==> src/rtl/pdet_input_conditioner.sv <==
// Synchronise and debounce the raw data switch and trigger button for the detector.
// Define PDET_AUTOREPEAT_EN to auto-repeat trig while the button stays held.
module pdet_input_conditioner #(
    parameter int SYNC_STAGES     = 2,
    parameter int DEBOUNCE_CYCLES = 1000,
    parameter int REPEAT_DELAY    = 50000,
    parameter int REPEAT_PERIOD   = 10000
) (
    input  logic       clk,
    input  logic       reset,
    input  logic       sw_data_i,
    input  logic       btn_trig_i,
    output logic       data,
    output logic       trig,
    output logic [7:0] trig_cnt
);

    localparam int DBW = $clog2(DEBOUNCE_CYCLES + 1);
    localparam logic [DBW-1:0] DB_LAST = DBW'(DEBOUNCE_CYCLES - 1);

    logic [1:0] raw;
    logic [1:0] db;
    logic       db_data;
    logic       db_btn;

    assign raw     = {btn_trig_i, sw_data_i};
    assign db_data = db[0];
    assign db_btn  = db[1];

    // Bit 0 is the data switch, bit 1 the trigger button.
    for (genvar g = 0; g < 2; g++) begin : g_in
        logic [SYNC_STAGES-1:0] chain;
        logic [DBW-1:0]         cnt;
        logic                   synced;
        logic                   q;

        assign synced = chain[SYNC_STAGES-1];
        assign db[g]  = q;

        always_ff @(posedge clk) begin
            if (reset) begin
                chain <= '0;
            end else begin
                chain <= {chain[SYNC_STAGES-2:0], raw[g]};
            end
        end

        always_ff @(posedge clk) begin
            if (reset) begin
                cnt <= '0;
                q   <= 1'b0;
            end else if (synced == q) begin
                cnt <= '0;
            end else if (cnt == DB_LAST) begin
                cnt <= '0;
                q   <= synced;
            end else begin
                cnt <= cnt + 1'b1;
            end
        end
    end

    typedef enum logic [1:0] {
        IDLE = 2'b00,
        HELD = 2'b01
    } state_t;

    state_t     state;
    state_t     state_d;
    logic       data_d;
    logic       trig_d;
    logic [7:0] trig_cnt_d;

`ifdef PDET_AUTOREPEAT_EN
    localparam int RPMAX = (REPEAT_DELAY > REPEAT_PERIOD) ?
                           REPEAT_DELAY : REPEAT_PERIOD;
    localparam int RPW = $clog2(RPMAX + 1);

    logic [RPW-1:0] rep_cnt;
    logic [RPW-1:0] rep_cnt_d;
    logic           rep_first;
    logic           rep_first_d;
    logic           rep_hit;

    // The first repeat waits the long delay, later ones the short period.
    assign rep_hit = rep_first ? (rep_cnt == RPW'(REPEAT_DELAY - 1))
                               : (rep_cnt == RPW'(REPEAT_PERIOD - 1));

    always_ff @(posedge clk) begin
        if (reset) begin
            rep_cnt   <= '0;
            rep_first <= 1'b1;
        end else begin
            rep_cnt   <= rep_cnt_d;
            rep_first <= rep_first_d;
        end
    end
`endif

    always_ff @(posedge clk) begin
        if (reset) begin
            state    <= IDLE;
            data     <= 1'b0;
            trig     <= 1'b0;
            trig_cnt <= '0;
        end else begin
            state    <= state_d;
            data     <= data_d;
            trig     <= trig_d;
            trig_cnt <= trig_cnt_d;
        end
    end

    always_comb begin
        state_d     = state;
        data_d      = data;
        trig_d      = 1'b0;
        trig_cnt_d  = trig_cnt;
`ifdef PDET_AUTOREPEAT_EN
        rep_cnt_d   = '0;
        rep_first_d = 1'b1;
`endif
        unique case (state)
            IDLE: begin
                if (db_btn) begin
                    state_d    = HELD;
                    trig_d     = 1'b1;
                    data_d     = db_data;
                    trig_cnt_d = trig_cnt + 8'd1;
                end
            end
            HELD: begin
                if (!db_btn) begin
                    state_d = IDLE;
                end
`ifdef PDET_AUTOREPEAT_EN
                else if (rep_hit) begin
                    trig_d      = 1'b1;
                    data_d      = db_data;
                    trig_cnt_d  = trig_cnt + 8'd1;
                    rep_first_d = 1'b0;
                end else begin
                    rep_cnt_d   = rep_cnt + 1'b1;
                    rep_first_d = rep_first;
                end
`endif
            end
            default: begin
                state_d = IDLE;
            end
        endcase
    end

endmodule

==> config.mk <==
export PLATFORM = sky130hd
export DESIGN_NAME = pdet_input_conditioner
export DESIGN_NICKNAME = d
export VERILOG_FILES = /design/src/rtl/pdet_input_conditioner.sv
export SDC_FILE = /design/constraint.sdc
export NUM_CORES = 1
export LEC_CHECK = 0
export CAP_MARGIN = 40
export CORE_MARGIN = 8
export CORE_UTILIZATION = 60
export DETAILED_ROUTE_END_ITERATION = 7
export PLACE_DENSITY = 0.82
export SETUP_SLACK_MARGIN = 0.4
export SYNTH_ARGS = -nofsm -noshare
export SYNTH_HDL_FRONTEND = slang
export SYNTH_SLANG_ARGS = --single-unit
==> constraint.sdc <==
create_clock -name clk -period 4.23 [get_ports clk]
set_input_delay 0.423 -clock clk [delete_from_list [all_inputs] [get_ports clk]]
set_output_delay 0.423 -clock clk [all_outputs]
set_load 0.005 [all_outputs]
# Word level (Yosys, flattened, before mapping)
# Cells that the tools add are included.
# totals
elab_cells	35
output_inout_bits	10
latch_bits	0
n_memories	0
mem_bits_ro	0
ram_bits	0
ff_bits	38
# op_classes
mux	4
multipliers	0
n_eq_ne	7
div	0
shifts	0
bitwise_logic	3
reduce_logical	8
add_sub_neg	3
magnitude_cmp	0
# ops
operator	count
$add A10 B1 Y10 const B	2
$eq A10 B10 Y1 const B	2
$add A8 B1 Y8 const B	1
$reduce_and A2 Y1	4
$reduce_or A3 Y1	2
$mux W2	2
$ne A2 B2 Y1 const B	2
$pmux W2 S2	1
$not A1 Y1	3
$eq A1 B1 Y1	2
$eq A2 B1 Y1 const B	1
$logic_not A2 Y1	1
$reduce_or A2 Y1	1
$mux W1	1

# Longest topological paths before layout
# Gate-level depths: netlist of run 1.
# depth
depth_word	3
mapped_depth	6

# Least setup slack after synthesis of run 1
# OpenSTA, ideal clock, no wires.
# synth_timing
path_kind	reg-to-reg
from	register g_in[1].q, in the netlist db_btn
to	register trig_cnt[7]
path_slack_ns	2.812
n_path_buf	1
stages_incl_launch_ff	6
required_ns	4.159
t_arrival_ns	1.347
cell_sequence	dfxtp_1 ha_1 buf_4 nand3_2 or4_1 a21oi_1
# synth_between
elab_chain_len	1
# synth_rtl
element	line_no	source
start: declaration	35	logic q;
start signal: assignment	56	q <= synced;
$reduce_and A2 Y1 (no line)	-	
end signal: assignment	110	trig_cnt <= trig_cnt_d;
end: declaration	15	output logic [7:0] trig_cnt
# No other way between the ends.
# A chain may end at the register's enable or synchronous reset.

# Worst setup path in the final report of run 1
# Same ends and word-level chain as after synthesis.

==> results of run 1 <==
## metrics by stage
step / utilization (%) / total power [mW] / worst slack [ns]
final: 69.8 / 0.632 / 2.47
after global routing: 69.8 / 0.659 / 2.42
after CTS: 69.8 / 0.641 / 2.47
after detailed placement: 66.6 / 0.389 / 2.33
after global placement: 66.6 / 0.387 / 2.40
after floorplan: - / 0.383 / 2.81
## layer usage
| layer | vias up | track usage, % | routed length [µm] |
|---|---|---|---|
| li1 | 662 | - | - |
| met4 | 0 | 7.93 | 72 |
| met2 | 22 | 25.9 | 1580 |
| met3 | 6 | 6.06 | 121 |
| met1 | 605 | 15.1 | 1310 |
| met5 | - | 0 | 0 |
## state kept, by name, indices dropped and copies added, names as in the netlist
| name | cells |
|---|---|
| data | 1 |
| db_btn | 1 |
| db_data | 1 |
| g_in.chain | 4 |
| g_in.cnt | 20 |
| state | 1 |
| trig | 1 |
| trig_cnt | 8 |
## cell usage after synthesis (2+ instances only)
library cell | instances | share of area (%)
and4bb_1 | 2 | 1.5
o221a_1 | 2 | 1.4
nand2_1 | 9 | 2.1
dfxtp_1 | 37 | 45
nor2_1 | 18 | 4.1
o31ai_1 | 4 | 1.8
mux2i_1 | 2 | 1.2
nand3_1 | 9 | 2.7
a311oi_1 | 2 | 1.1
o21ai_0 | 7 | 2.1
nand4_1 | 6 | 2.3
a31oi_1 | 3 | 1.1
or4_1 | 2 | 0.92
xor2_1 | 8 | 4.3
ha_1 | 4 | 3.1
or3_1 | 5 | 1.9
a21oi_1 | 10 | 3.1
o311ai_2 | 2 | 2.0
nor3_1 | 2 | 0.61
clkbuf_1 | 2 | 0.46
nor2b_1 | 4 | 1.5
xnor2_1 | 5 | 2.7
and2_1 | 4 | 1.5
inv_1 | 9 | 2.1
## worst max-delay path: stages, from the launching register on
cell	delay, ns
dfxtp_1	0.40
ha_1	0.37
nand3_2	0.16
or4_1	0.55
a21oi_1	0.19
## power groups by stage
stage / registers, mW / logic [mW] / clock network [mW]
floorplan: 0.366 / 0.0164 / 0
global placement: 0.367 / 0.0203 / 0
detailed placement: 0.367 / 0.0218 / 0
CTS: 0.359 / 0.0220 / 0.260
global route: 0.360 / 0.0241 / 0.274
finish: 0.359 / 0.0218 / 0.251
## cells by family (layout without fill, tap and decap cells)
kind of cell	count (synthesis)	count (layout)	share of synthesized area (%)
compound gates	35	35	15.3
xor+xnor	13	13	6.94
fa+ha+maj	4	4	3.05
buf+inv	14	31	3.51
flops	37	37	45.2
mux	2	2	1.22
simple gates	68	68	24.9
## area by class of cell
class / count / area (µm²) / share of cell area, %
multi-input cells: 122 / 842 / 44.9
flip-flops and latches: 37 / 741 / 39.5
repair buffers: 13 / 130 / 6.94
clock buffers: 7 / 55.1 / 2.94
well taps: 31 / 38.8 / 2.07
inverters: 10 / 37.5 / 2.00
clock inverters: 1 / 30.0 / 1.60
## worst max-delay path by stage
stage,from,endpoint,slack [ns],cells after the start
2_1_floorplan,db_btn,trig_cnt[7],2.81,5
3_3_place_gp,reset,g_in[0].cnt[8],2.40,4
3_5_place_dp,reset,g_in[1].cnt[7],2.33,4
4_1_cts,trig_cnt[2],trig_cnt[2],2.47,1
5_1_grt,trig_cnt[2],trig_cnt[2],2.42,1
6_report,db_btn,trig_cnt[7],2.47,4
==> report_table.html, run 1 <==
<table>
<tr><th>Metric</th><th>Value</th></tr>
<tr><th colspan="2">STA</th></tr>
<tr><td>Fin crit share</td><td>between 40% and 50%</td></tr>
<tr><td>Sum of negative setup slack</td><td>0 ns</td></tr>
<tr><td>Max Clk Rate</td><td>roughly 0.57 GHz</td></tr>
<tr><td>Worst slew margin relative to its limit</td><td>between 50% and 60%</td></tr>
<tr><td>Number of max-slew violations in the final report</td><td>0</td></tr>
<tr><td>RSZ-0062 raised after global routing</td><td>no</td></tr>
<tr><td>Tmin final</td><td>1.76 ns</td></tr>
<tr><td>Measured slew at the worst slew-check pin</td><td>just over 0.6 ns</td></tr>
<tr><td>Hold slack final</td><td>between 0.4 and 0.5 ns</td></tr>
<tr><td># setup viols final</td><td>0</td></tr>
<tr><td>Number of hold violations in the final report</td><td>0</td></tr>
<tr><td>Maximum clock skew at final layout</td><td>approximately 0.0083 ns</td></tr>
<tr><th colspan="2">GRT</th></tr>
<tr><td>Wire length of the first global-routing pass</td><td>between 5 and 6 mm</td></tr>
<tr><td>Number of antenna violations at the first check in global routing</td><td>0</td></tr>
<tr><td>Number of global-route vias before repair</td><td>about 1.2k</td></tr>
<tr><td>Residual overflow from global routing</td><td>0</td></tr>
<tr><td>Largest net degree at the start of global routing</td><td>19</td></tr>
<tr><td>Combined global-route utilization of all metal layers</td><td>roughly 15%</td></tr>
<tr><th colspan="2">CTS</th></tr>
<tr><td>Clock latency on the worst-skew pair</td><td>approximately 0.34 ns</td></tr>
<tr><td>Number of buffers created by CTS</td><td>5</td></tr>
<tr><td>Register clock-pin slew on the reported worst setup and hold paths</td><td>approximately 0.1 ns</td></tr>
<tr><td>Number of hold-repair buffers added at the cts stage</td><td>0</td></tr>
<tr><td>Resize count post-CTS</td><td>0</td></tr>
<tr><td>Clock Path Buffers</td><td>2</td></tr>
<tr><td>Deepest level of the CTS H-tree</td><td>2</td></tr>
<tr><td>Number of buffers inserted to repair setup after CTS</td><td>0</td></tr>
<tr><td>Clock root buffer master</td><td>clkbuf_4</td></tr>
<tr><td>Sinks on Clock Net</td><td>37</td></tr>
<tr><td>Clock tree from TritonCTS</td><td>yes</td></tr>
<tr><th colspan="2">Synth</th></tr>
<tr><td>Post-Syn Instances</td><td>about 170</td></tr>
<tr><td>Post-synthesis async set-or-reset flop share</td><td>0%</td></tr>
<tr><td>Synth Warn #</td><td>0</td></tr>
<tr><td>Cell variety after synth</td><td>39</td></tr>
<tr><td>Post-Synthesis Cell Area</td><td>around 0.0016 mm²</td></tr>
<tr><td>Average footprint of a synthesized cell</td><td>9.48 µm²</td></tr>
<tr><td>Most used flip-flop cell after synthesis</td><td>dfxtp_1</td></tr>
<tr><td>Synthesized netlist net count</td><td>about 180</td></tr>
<tr><td>Synth Register Bits</td><td>37</td></tr>
<tr><td>Share of synthesized area occupied by flip-flops and latches</td><td>45.2%</td></tr>
<tr><td>EDFF count, synth</td><td>0</td></tr>
<tr><th colspan="2">Layout</th></tr>
<tr><td>Leading cell type in the layout, fill and taps excluded</td><td>dfxtp_1</td></tr>
<tr><td>Count of placed standard cells in the final layout, fillers left out</td><td>221</td></tr>
<tr><td>Number of antenna repair diodes</td><td>0</td></tr>
<tr><td>Nets</td><td>between 150 and 200</td></tr>
<tr><td>Final instance area</td><td>between 0.0015 and 0.002 mm²</td></tr>
<tr><td>Fillers</td><td>around 210</td></tr>
<tr><td>Leading cell types in the layout, fill and taps excluded</td><td>dfxtp_1, nor2_1, clkdlybuf4s50_1</td></tr>
<tr><td>Layout-stage area growth over the synthesis result</td><td>14.3%</td></tr>
<tr><td>Share of final-layout standard cells stronger than drive strength 1</td><td>7.37%</td></tr>
<tr><th colspan="2">Floorplanning</th></tr>
<tr><td>Initial cell density of the core</td><td>61.1%</td></tr>
<tr><td>FP Rows</td><td>19</td></tr>
<tr><td>Floorplan core area</td><td>approximately 0.0027 mm²</td></tr>
<tr><td>Full die area</td><td>~0.0047 mm²</td></tr>
<tr><td>Top-Level Pins</td><td>14</td></tr>
<tr><td>Die span in y</td><td>68.3 µm</td></tr>
<tr><td>Horizontal extent of the die</td><td>just under 70 µm</td></tr>
<tr><th colspan="2">Power</th></tr>
<tr><td>Total power per unit cell area</td><td>between 300 and 400 mW/mm²</td></tr>
<tr><td>Power share of the sequential group</td><td>between 50% and 60%</td></tr>
<tr><td>Int Pwr</td><td>between 500 and 600 µW</td></tr>
<tr><td>Worst IR Drop VDD</td><td>about 300 µV</td></tr>
<tr><td>Switching share of power</td><td>around 20%</td></tr>
<tr><td>Power share of the clock group</td><td>roughly two fifths</td></tr>
<tr><td>Share of total power in combinational logic</td><td>approximately 3.5%</td></tr>
<tr><td>Cell leakage power</td><td>approximately 0.61 nW</td></tr>
<tr><td>Switch Pwr</td><td>127 µW</td></tr>
<tr><th colspan="2">Detailed routing</th></tr>
<tr><td>Total DRC errors in the routed layout</td><td>0</td></tr>
<tr><td>Antenna Nets Post-Route</td><td>0</td></tr>
<tr><td>Vias per inst</td><td>approximately 5.9</td></tr>
<tr><td>Number of violations reported at the end of detailed-routing iteration 0</td><td>between 50 and 60</td></tr>
<tr><td>Drt total wl</td><td>between 3 and 4 mm</td></tr>
<tr><td>Routed length per placed instance</td><td>roughly 14 µm</td></tr>
<tr><td>Routed vias</td><td>around 1.3k</td></tr>
<tr><td>Number of detailed-routing iterations run before antenna repair</td><td>4</td></tr>
<tr><th colspan="2">Run status</th></tr>
<tr><td>Status</td><td>completed</td></tr>
<tr><th colspan="2">Worst setup path</th></tr>
<tr><td>Element type at the critical path end</td><td>flop</td></tr>
<tr><td>Number of cells on the worst reg-to-reg path</td><td>4</td></tr>
<tr><td>Reg-to-reg critical path startpoint</td><td>db_btn</td></tr>
<tr><td>Critical path required time</td><td>around 4.5 ns</td></tr>
<tr><td>Biggest fanout along the worst timing path</td><td>7</td></tr>
<tr><td>Crit start category</td><td>flop</td></tr>
<tr><td>End of the worst register-to-register path</td><td>trig_cnt[7]</td></tr>
<tr><td>CP arrival</td><td>between 2 and 2.5 ns</td></tr>
<tr><td>Setup slack on the worst flop-to-flop path</td><td>between 2 and 2.5 ns</td></tr>
<tr><td>Worst Path Class, Setup</td><td>reg -&gt; reg</td></tr>
<tr><th colspan="2">Place</th></tr>
<tr><td>Number of buffers inserted by port buffering</td><td>13</td></tr>
<tr><td>Final weighted congestion in routability-driven placement</td><td>approximately 0.92</td></tr>
<tr><td>Placement Cell Area</td><td>0.00179 mm²</td></tr>
<tr><td>Half-perimeter wire length of the detailed placement result</td><td>between 2 and 2.5 mm</td></tr>
<tr><td>Post-placement cell count</td><td>approximately 210</td></tr>
<tr><th colspan="2">Job</th></tr>
<tr><td>Reported max-cap violation count</td><td>0</td></tr>
<tr><th colspan="2">Hold path</th></tr>
<tr><td>Cell depth of the worst hold path</td><td>1</td></tr>
<tr><td>End of the worst hold path</td><td>g_in[1].chain[1]</td></tr>
<tr><td>Hold Crit Class</td><td>reg -&gt; reg</td></tr>
<tr><td>Hold Startpoint</td><td>g_in[1].chain[0]</td></tr>
</table>
Power figures use the tool's default switching activity.
==> inputs of run 2 (changes only) <==
--- a/config.mk
+++ b/config.mk
@@ -7,9 +7,9 @@
 export LEC_CHECK = 0
 export CAP_MARGIN = 40
 export CORE_MARGIN = 8
-export CORE_UTILIZATION = 60
+export CORE_UTILIZATION = 50
 export DETAILED_ROUTE_END_ITERATION = 7
-export PLACE_DENSITY = 0.82
+export PLACE_DENSITY = 0.73
 export SETUP_SLACK_MARGIN = 0.4
 export SYNTH_ARGS = -nofsm -noshare
 export SYNTH_HDL_FRONTEND = slang
==> constraint.sdc (replaced) <==
create_clock -name clk -period 1.6 [get_ports clk]
set_input_delay 0.16 -clock clk [delete_from_list [all_inputs] [get_ports clk]]
set_output_delay 0.16 -clock clk [all_outputs]
set_load 0.005 [all_outputs]
==> run 2 against run 1 <==
  * Sequential share of layout area is 4.5 points lower
  * Hold slack worse by 0.089 ns
  * Combinational power grew to 4.5 times the previous value
  * Global-route usage decreased by 0.14 points
  * Worst setup slack got worse by 2.2 ns
  * Via count up 11%
  * Maximum frequency grew 32%
  * Die area increased by 15%
  * Clock-buffer cell count up 1
  * Wire length up 22%
  * Non-clock buffer count up 25
  * Highest routed layer unchanged
==> report_table.html, run 2 (synthesized netlist as in run 1, its figures left out) <==
<table>
<tr><th>Metric</th><th>Value</th></tr>
<tr><th colspan="2">Detailed routing</th></tr>
<tr><td>Number of violations reported at the end of detailed-routing iteration 0</td><td>between 70 and 80</td></tr>
<tr><td>Routed vias</td><td>roughly 1.4k</td></tr>
<tr><td>Number of detailed-routing iterations run before antenna repair</td><td>4</td></tr>
<tr><td>Routed length per placed instance</td><td>between 10 and 15 µm</td></tr>
<tr><td>Antenna Nets Post-Route</td><td>0</td></tr>
<tr><td>Vias per inst</td><td>5.53</td></tr>
<tr><td>Total DRC errors in the routed layout</td><td>0</td></tr>
<tr><td>Drt total wl</td><td>approximately 3.8 mm</td></tr>
<tr><th colspan="2">Place</th></tr>
<tr><td>Worst-case setup slack after placement</td><td>around 0.28 ns</td></tr>
<tr><td>Number of buffers inserted by port buffering</td><td>13</td></tr>
<tr><td>Placement Cell Area</td><td>about 0.0019 mm²</td></tr>
<tr><td>Post-placement cell count</td><td>~230</td></tr>
<tr><td>Half-perimeter wire length of the detailed placement result</td><td>approximately 2.3 mm</td></tr>
<tr><td>Final weighted congestion in routability-driven placement</td><td>approximately 0.8</td></tr>
<tr><th colspan="2">STA</th></tr>
<tr><td>Maximum clock skew at final layout</td><td>between 0.01 and 0.015 ns</td></tr>
<tr><td>Worst slew margin relative to its limit</td><td>76.4%</td></tr>
<tr><td>Number of hold violations in the final report</td><td>0</td></tr>
<tr><td>Setup slack after layout</td><td>approximately 0.27 ns</td></tr>
<tr><td>Hold slack final</td><td>about 0.36 ns</td></tr>
<tr><td># setup viols final</td><td>0</td></tr>
<tr><td>Max Clk Rate</td><td>0.752 GHz</td></tr>
<tr><td>Sum of negative setup slack</td><td>0 ns</td></tr>
<tr><td>Fin crit share</td><td>83.1%</td></tr>
<tr><td>Tmin final</td><td>roughly 1.3 ns</td></tr>
<tr><td>RSZ-0062 raised after global routing</td><td>yes</td></tr>
<tr><td>Number of max-slew violations in the final report</td><td>0</td></tr>
<tr><td>Measured slew at the worst slew-check pin</td><td>about 0.35 ns</td></tr>
<tr><th colspan="2">CTS</th></tr>
<tr><td>Clock tree from TritonCTS</td><td>yes</td></tr>
<tr><td>Clock root buffer master</td><td>clkbuf_4</td></tr>
<tr><td>Sinks on Clock Net</td><td>37</td></tr>
<tr><td>Clock Path Buffers</td><td>2</td></tr>
<tr><td>Number of buffers created by CTS</td><td>5</td></tr>
<tr><td>Deepest level of the CTS H-tree</td><td>2</td></tr>
<tr><td>Clock latency on the worst-skew pair</td><td>0.35 ns</td></tr>
<tr><td>Register clock-pin slew on the reported worst setup and hold paths</td><td>0.11 ns</td></tr>
<tr><td>Number of hold-repair buffers added at the cts stage</td><td>0</td></tr>
<tr><th colspan="2">Power</th></tr>
<tr><td>Share of total power in combinational logic</td><td>6.3%</td></tr>
<tr><td>Power share of the sequential group</td><td>about 60%</td></tr>
<tr><td>Power share of the clock group</td><td>around 33%</td></tr>
<tr><td>Total chip power</td><td>1.55 mW</td></tr>
<tr><td>Int Pwr</td><td>approximately 1.2 mW</td></tr>
<tr><td>Switching share of power</td><td>22.9%</td></tr>
<tr><td>Switch Pwr</td><td>roughly 360 µW</td></tr>
<tr><td>Worst IR Drop VDD</td><td>around 510 µV</td></tr>
<tr><td>Total power per unit cell area</td><td>696 mW/mm²</td></tr>
<tr><td>Cell leakage power</td><td>approximately 0.8 nW</td></tr>
<tr><th colspan="2">GRT</th></tr>
<tr><td>Global routing met3 resource utilization</td><td>about 5.3%</td></tr>
<tr><td>Residual overflow from global routing</td><td>0</td></tr>
<tr><td>Largest net degree at the start of global routing</td><td>18</td></tr>
<tr><td>Number of antenna violations at the first check in global routing</td><td>0</td></tr>
<tr><td>Number of global-route vias before repair</td><td>1428</td></tr>
<tr><td>Combined global-route utilization of all metal layers</td><td>approximately 15%</td></tr>
<tr><td>Gr busiest metal</td><td>met2</td></tr>
<tr><td>Global-route met2 utilization</td><td>about a quarter</td></tr>
<tr><td>Wire length of the first global-routing pass</td><td>roughly 6.2 mm</td></tr>
<tr><td>Met1 track demand over resource in global routing</td><td>15.4%</td></tr>
<tr><th colspan="2">Layout</th></tr>
<tr><td>Utilization after layout</td><td>approximately 73%</td></tr>
<tr><td>Final instance area</td><td>roughly 0.0022 mm²</td></tr>
<tr><td>Multi-input gate area</td><td>approximately 1000 µm²</td></tr>
<tr><td>Number of antenna repair diodes</td><td>0</td></tr>
<tr><td>Count of placed standard cells in the final layout, fillers left out</td><td>~260</td></tr>
<tr><td>Biggest registers after layout</td><td>g_in.cnt x20, trig_cnt x8, g_in.chain x4</td></tr>
<tr><td>Combined flip-flop and latch cell area</td><td>roughly 800 µm²</td></tr>
<tr><td>Leading cell type in the layout, fill and taps excluded</td><td>buf_4</td></tr>
<tr><td>Leading cell types in the layout, fill and taps excluded</td><td>buf_4, nor2_1, dfxtp_2</td></tr>
<tr><td>Nets</td><td>around 220</td></tr>
<tr><td>Fillers</td><td>232</td></tr>
<tr><td>Number of flip-flops in the largest register</td><td>20</td></tr>
<tr><td>Share of final-layout standard cells stronger than drive strength 1</td><td>between 30% and 40%</td></tr>
<tr><td>Largest reg by FF count</td><td>g_in.cnt</td></tr>
<tr><td>Layout-stage area growth over the synthesis result</td><td>36.1%</td></tr>
<tr><th colspan="2">Job</th></tr>
<tr><td>Reported max-cap violation count</td><td>0</td></tr>
<tr><th colspan="2">Run status</th></tr>
<tr><td>Status</td><td>completed</td></tr>
<tr><th colspan="2">Worst setup path</th></tr>
<tr><td>Critical-path top delay cell</td><td>or3_1</td></tr>
<tr><td>Biggest fanout along the worst timing path</td><td>3</td></tr>
<tr><td>Largest delay share family, worst path</td><td>simple AND/OR/NAND/NOR gates</td></tr>
<tr><td>Highest cell delay on the worst timing path</td><td>between 0.3 and 0.4 ns</td></tr>
<tr><td>CP arrival</td><td>between 1.5 and 2 ns</td></tr>
<tr><td>Worst-path cell chain</td><td>buf_4, ha_4, nand4_1, or3_1, a21oi_1</td></tr>
<tr><td>Worst Path Class, Setup</td><td>reg -&gt; reg</td></tr>
<tr><td>Critical path required time</td><td>~1.9 ns</td></tr>
<tr><td>Crit start category</td><td>flop</td></tr>
<tr><td>Critical path buffer and inverter count</td><td>1</td></tr>
<tr><td>Element type at the critical path end</td><td>flop</td></tr>
<tr><th colspan="2">Floorplanning</th></tr>
<tr><td>Initial cell density of the core</td><td>approximately 53%</td></tr>
<tr><td>Floorplan core area</td><td>between 0.003 and 0.004 mm²</td></tr>
<tr><td>Die span in y</td><td>between 70 and 80 µm</td></tr>
<tr><td>FP Rows</td><td>20</td></tr>
<tr><td>Top-Level Pins</td><td>14</td></tr>
<tr><td>Full die area</td><td>0.00537 mm²</td></tr>
<tr><td>Horizontal extent of the die</td><td>around 73 µm</td></tr>
<tr><th colspan="2">Hold path</th></tr>
<tr><td>Hold Crit Class</td><td>in -&gt; reg</td></tr>
</table>
==> run 2: worst paths after layout <==
kind                         start          endpoint  slack, ns  depth (start not counted)
setup / recovery       trig_cnt[1]       trig_cnt[6]       0.27                          5
hold / removal          btn_trig_i  g_in[1].chain[0]       0.36                          2
setup reg to reg       trig_cnt[1]       trig_cnt[6]       0.27                          5
hold reg to reg   g_in[0].chain[0]  g_in[0].chain[1]       0.45                          1
==> run 2: per-layer routing <==
layer | share of wire (%) | routed length [µm]
met5 | 0 | 0
met2 | 50 | 1880
met1 | 43 | 1620
met4 | 2.0 | 75
met3 | 5.5 | 207
==> run 2: power groups by stage <==
| stage | clock [mW] | combinational (mW) | sequential (mW) |
|---|---|---|---|
| 6_report | 0.514 | 0.0982 | 0.942 |
| 5_1_grt | 0.567 | 0.112 | 0.943 |
| 4_1_cts | 0.529 | 0.0986 | 0.943 |
| 3_5_place_dp | 0 | 0.0760 | 0.973 |
| 3_3_place_gp | 0 | 0.0674 | 0.973 |
| 2_1_floorplan | 0 | 0.0533 | 0.971 |
==> run 2: cell type report <==
cell class | instances | share of cell area, %
Clock buffer | 8 | 2.63
Inverter | 10 | 1.68
Multi-Input combinational cell | 122 | 44.6
Sequential cell | 37 | 35.0
Tap cell | 44 | 2.47
Timing Repair Buffer | 38 | 13.7
==> run 2: what timing repair did <==
action / CTS / global route
resized for setup: 31 / 21
hold endpoints to repair: 0 / 0
setup endpoints to repair: 30 / 25
pin swaps: 11 / 10
setup buffers: 22 / 2
